File: config.mk
export PLATFORM = sky130hd
export DESIGN_NAME = piso_ser
export DESIGN_NICKNAME = d
export VERILOG_FILES = /design/src/rtl/piso_ser.sv
export SDC_FILE = /design/constraint.sdc
export NUM_CORES = 1
export LEC_CHECK = 0
export ABC_AREA = 1
export BUFFER_PORTS_ARGS = -buffer_cell sky130_fd_sc_hd__buf_2
export CORE_AREA = 2 2 39 41
export DETAILED_ROUTE_END_ITERATION = 10
export DIE_AREA = 0 0 41 43
export RECOVER_POWER = 100
export SYNTH_ARGS = -nofsm -noshare
export SYNTH_HDL_FRONTEND = slang
export SYNTH_SLANG_ARGS = --single-unit
export TNS_END_PERCENT = 100
File: constraint.sdc
create_clock -name clk -period 2.55 [get_ports clk]
set_input_delay 0.51 -clock clk [delete_from_list [all_inputs] [get_ports clk]]
set_output_delay 0.51 -clock clk [all_outputs]
set_load 0.05 [all_outputs]
File: src/rtl/piso_ser.sv
// Parallel-in/serial-out serializer with a load/ready handshake and gapless frame chaining.
// Define PISO_PARITY_EN to append an even-parity bit to each frame.
module piso_ser #(
    parameter int unsigned WIDTH     = 4,
    parameter bit          LSB_FIRST = 1'b0
) (
    input  logic             clk,
    input  logic             rst,
    input  logic [WIDTH-1:0] din,
    input  logic             load,
    output logic             ready,
    output logic             sout,
    output logic             sout_valid,
    output logic             done
);

    localparam int unsigned      CW       = (WIDTH > 1) ? $clog2(WIDTH) : 1;
    localparam logic [CW-1:0]    CNT_LAST = CW'(WIDTH - 1);

`ifdef PISO_PARITY_EN
    typedef enum logic [1:0] {IDLE = 2'd0, SHIFT = 2'd1, PARITY = 2'd2} state_t;
`else
    typedef enum logic [1:0] {IDLE = 2'd0, SHIFT = 2'd1} state_t;
`endif

    state_t           state_q, state_d;
    logic [WIDTH-1:0] shreg_q, shreg_d;
    logic [CW-1:0]    cnt_q, cnt_d;
    logic             last_bit;
    logic             accept;
`ifdef PISO_PARITY_EN
    logic             par_q, par_d;
`endif

    always_ff @(posedge clk) begin
        if (rst) begin
            state_q <= IDLE;
            shreg_q <= '0;
            cnt_q   <= '0;
`ifdef PISO_PARITY_EN
            par_q   <= 1'b0;
`endif
        end else begin
            state_q <= state_d;
            shreg_q <= shreg_d;
            cnt_q   <= cnt_d;
`ifdef PISO_PARITY_EN
            par_q   <= par_d;
`endif
        end
    end

    always_comb begin
        last_bit   = (state_q == SHIFT) && (cnt_q == CNT_LAST);
        sout       = 1'b0;
        sout_valid = 1'b0;
`ifdef PISO_PARITY_EN
        done  = (state_q == PARITY);
        ready = (state_q == IDLE) || (state_q == PARITY);
`else
        done  = last_bit;
        ready = (state_q == IDLE) || last_bit;
`endif
        accept = load && ready;

        case (state_q)
            SHIFT: begin
                sout_valid = 1'b1;
                sout       = LSB_FIRST ? shreg_q[0] : shreg_q[WIDTH-1];
            end
`ifdef PISO_PARITY_EN
            PARITY: begin
                sout_valid = 1'b1;
                sout       = par_q;
            end
`endif
            default: ;
        endcase
    end

    always_comb begin
        state_d = state_q;
        shreg_d = shreg_q;
        cnt_d   = cnt_q;
`ifdef PISO_PARITY_EN
        par_d   = par_q;
`endif

        case (state_q)
            SHIFT: begin
                if (last_bit) begin
                    cnt_d = '0;
`ifdef PISO_PARITY_EN
                    state_d = PARITY;
`else
                    state_d = IDLE;
`endif
                end else begin
                    cnt_d   = cnt_q + 1'b1;
                    shreg_d = LSB_FIRST ? {1'b0, shreg_q[WIDTH-1:1]}
                                        : {shreg_q[WIDTH-2:0], 1'b0};
                end
            end
`ifdef PISO_PARITY_EN
            PARITY: state_d = IDLE;
`endif
            default: state_d = IDLE;
        endcase

        // An accept on the final frame cycle overrides the return to IDLE, chaining frames without a gap.
        if (accept) begin
            state_d = SHIFT;
            shreg_d = din;
            cnt_d   = '0;
`ifdef PISO_PARITY_EN
            par_d   = ^din;
`endif
        end
    end

endmodule

# [Word-level counts from Yosys, hierarchy flattened]
# Index checks and enable logic that the tools add are counted.
[totals] output_inout_bits=4 input_bits=7 elab_cells=23 reg_bits=7
[op_classes] muxes=9 addsub=1 n_reduce_logical=7 n_eq_ne=3
[op_table] cell="2-to-1 mux 4 bit" n=3
[op_table] cell="2-to-1 mux 1 bit" n=5
[op_table] cell="!= test 3 bit (second input constant)" n=1
[op_table] cell="adder 2 x 1 -> 2 bit (second input constant)" n=1
[op_table] cell="equality test 2 bit (second input constant)" n=1
[op_table] cell="logical AND 1 bit" n=2
[op_table] cell="zero test 2 bit" n=1
[op_table] cell="2-to-1 mux 2 bit" n=1
[op_table] cell="!= test 2 x 1 -> 1 bit (second input constant)" n=1
[op_table] cell="AND reduction 2 bit" n=1
[op_table] cell="nonzero test 2 bit" n=1
[op_table] cell="OR reduction 2 bit" n=1
[op_table] cell="logical OR 1 bit" n=1

# [Longest topological paths before layout]
[logic_depth] depth_word=6 depth_mapped=7 ltp_nobuf=7

# [Worst setup path before layout]
# OpenSTA, ideal clock, no wires.
[synth_path] path_type="reg-to-output" start="reg state_q[0]" end="out done" slack_ns=0.946 t_arrival_ns=1.094 stages_incl_launch_ff=3 n_path_buf=0 required_time_ns=2.040 path_cell_list="dfxtp_1 -> nand2_1 -> inv_1"
[synth_via] elab_chain_cells=1
[synth_rtl] item="from (decl)" line_no="26" text="state_t state_q, state_d;"
[synth_rtl] item="from (signal assigned)" line_no="44" text="state_q <= state_d;"
[synth_rtl] item="logical AND 1 bit" line_no="54" text="last_bit = (state_q == SHIFT) && (cnt_q == CNT_LAST);"
[synth_rtl] item="to (decl)" line_no="14" text="output logic done"
# Every way passes these cells.

# [Worst setup path after layout]
[layout_path] start="reg cnt_q[0]" end="out ready"
[layout_via] elab_chain_cells=3
[layout_rtl] item="from (decl)" line_no="28" text="logic [CW-1:0] cnt_q, cnt_d;"
[layout_rtl] item="from (signal assigned)" line_no="46" text="cnt_q <= cnt_d;"
[layout_rtl] item="equality test 2 bit" line_no="54"
[layout_rtl] item="logical AND 1 bit" line_no="54"
[layout_rtl] item="logical OR 1 bit" line_no="62" text="ready = (state_q == IDLE) || last_bit;"
[layout_rtl] item="to (decl)" line_no="11" text="output logic ready,"
# Every way passes these cells.

==> flow_summary_export.csv <==
group,metric,value,unit
outcome,status,"completed",
clock_network,cts_tree,"built",
detailed_routing,num_vias,329,
floorplan,initial_core_util,0.2405,
sta,fin_worst_skew,0.001298,ns
synthesis,synthesis.nets,56,
worst_setup_path,path_class,"reg2out",
detailed_routing,viasPerCell,4.218,
clock_network,clkLatencyLatePin,0.25,ns
sta,fmax,503.7,MHz
global_route,track_usage,0.09849,
floorplan,fp.dieArea,1763,um^2
sta,rsz0062_at_grt,"false",
clock_network,cts_root_buffer,"clkbuf_4",
worst_setup_path,cp-end-kind,"primary output",
pwr,power_frac_comb,0.149,
synthesis,synth_cell_types,11,
clock_network,clockBufferDepth,2,
placement,hpwl,504.3,um
floorplan,die_x,41,um
synthesis,avgSynthCellArea,6.934,um^2
synthesis,ys_seq_area_frac,0.4211,
synthesis,yosys_register_bits,7,
layout,drive_gt1_frac,0.1613,
sta,setup_tns,0,ns
placement,gp_congestion,0.6900,
clock_network,ctsResizeCount,0,
worst_setup_path,required,2.04,ns
sta,slew_headroom,0.6092,
detailed_routing,routedWlPerCell,8.282,um
worst_setup_path,arrival,1.48,ns
worst_setup_path,start_kind,"flip-flop",
clock_network,post_cts_buffers,0,
floorplan,core-area,1384,um^2
synthesis,yosysWarningCount,0,
global_route,grt_pass1_vias,295,
clock_network,htreeDepth,1,
min_path,hold_path_class,"in2reg",
floorplan,io_pins,11,
detailed_routing,detail-route-antenna-nets,0,
global_route,grt_pass1_wl,1.090,mm
clock_network,clock_sinks,7,
layout,antenna_cells,0,
synthesis,synth_cells,48,
clock_network,cts_hold_buf,0,
pwr,power_switching_share,0.2745,
detailed_routing,drc,0,
global_route,grt_max_degree,10,
global_route,overflow,0,
pwr,switchingPower,70.89,uW
sta,min_period_over_period,0.7785,
floorplan,num_rows,14,
pwr,p_per_area,619.7,nW/um^2
sta,finalSetupViolations,0,
global_route,grt_antenna_before_repair,0,
sta,period_minus_slack,1.985,ns
placement,placed_cells,74,
pwr,p_clk_frac,0.388,
flow_run,drv_cap,0,
sta,hold_viol,0,
detailed_routing,drt_iter0_drc,6,
pwr,peakVddDrop,0.1822,mV
clock_network,numCtsBuffers,3,
synthesis,netlist_area,332.8,um^2
layout,area_delta_synth_final,25.19,%
detailed_routing,first_pass_iters,4,
pwr,sequentialPowerShare,0.463,
layout,nNetsFinal,71,
clock_network,clkSlewWorstSetupHoldPaths,0.05,ns
detailed_routing,totalWireLength,646,um
layout,final-instance-count-excl-fill,78,
pwr,intPower,187.3,uW
placement,portBuffers,10,
sta,slew_violations,0,
sta,worstMarginPinSlew,0.5888,ns
pwr,p_leak,0.2215,nW
floorplan,die_h,43,um
worst_setup_path,cp_max_fo,9,
[placed cells by master (no fill, tap or decap), drive strengths merged, types with 3 or more instances in the layout]
cell type and instances:
nand2 13, dfxtp 7, a21oi 3, inv 9
nor2 3, clkbuf 8, nand3 10, buf 6
[flip-flops by register name (all words and copies together), names as in the netlist]
signal / cells
shreg_q: 4
state_q: 1
cnt_q: 2
[layer usage]
metal	wire, um	vias to the layer above	share of wire	track usage
met2	292	8	0.45	0.1406
met4	17	0	0.026	0.08000
li1	-	180	-	-
met1	292	137	0.45	0.09355
met3	44	4	0.068	0.06283
met5	0	-	0	0
[cell usage after synthesis]
cell / number / area share
nand2_1: 12 / 0.14
nand2_2: 1 / 0.019
o21ai_1: 1 / 0.015
a21oi_1: 3 / 0.045
dfxtp_1: 7 / 0.42
or2_1: 1 / 0.019
nor2_1: 2 / 0.023
nand3_1: 10 / 0.15
ha_1: 1 / 0.038
inv_1: 9 / 0.10
nor2_4: 1 / 0.034
[worst paths after layout]
check                           slack [ns]                 endpoint                     from  cells after the start
worst min register to register        0.46  shreg_q[0]$_SDFFE_PP0P_  shreg_q[0]$_SDFFE_PP0P_                      2
worst max register to register        1.35    cnt_q[0]$_SDFFE_PP0P_    cnt_q[0]$_SDFFE_PP0P_                      4
worst min-delay path                  0.45  state_q[0]$_SDFFE_PP0P_                      rst                      2
worst max-delay path                  0.56                    ready    cnt_q[0]$_SDFFE_PP0P_                      4
[worst max-delay path, stage by stage, from the launching register on]
cell      delay (ns)
dfxtp_1         0.34
ha_1            0.19
inv_1           0.06
nand2_2         0.14
clkbuf_1        0.49
[cell type report]
type / instances / area, um^2
clock buffer: 4 / 26.28
fill: 160 / 967.2
inverter: 9 / 33.78
multi-input combinational: 32 / 151.4
sequential: 7 / 140.1
tap: 16 / 20.02
timing repair buffer: 10 / 45.04
[power groups by stage]
stage / clock network (mW) / registers [mW] / logic (mW)
final: 0.100 / 0.120 / 0.0384
after global routing: 0.114 / 0.120 / 0.0430
after global placement: 0 / 0.122 / 0.0404
after detailed placement: 0 / 0.122 / 0.0406
after floorplan: 0 / 0.125 / 0.0246
after CTS: 0.104 / 0.120 / 0.0407
[cells by family after synthesis]
group / after synthesis / synth area share
adder cells (fa/ha/maj): 1 / 0.03759
buffers and inverters: 9 / 0.1015
flip-flops: 7 / 0.4210
AND/OR/NAND/NOR: 27 / 0.3797
AO/OA/AOI/OAI: 4 / 0.06012
[through the flow]
step | setup WS [ns] | cell area, um^2 | hold slack (ns) | power (mW) | util
after floorplan | 0.9462 | 332.8 | 0.4329 | 0.1497 | -
after global placement | 1.004 | 402.9 | 0.4504 | 0.1621 | 0.2911
after detailed placement | 0.9711 | 402.9 | 0.4530 | 0.1626 | 0.2911
after CTS | 0.6995 | 429.2 | 0.4441 | 0.2647 | 0.3101
after global routing | 0.4731 | 416.7 | 0.4452 | 0.2772 | 0.3011
final | 0.5648 | 416.7 | 0.4463 | 0.2582 | 0.3011
(Power assumes the default switching activity.)
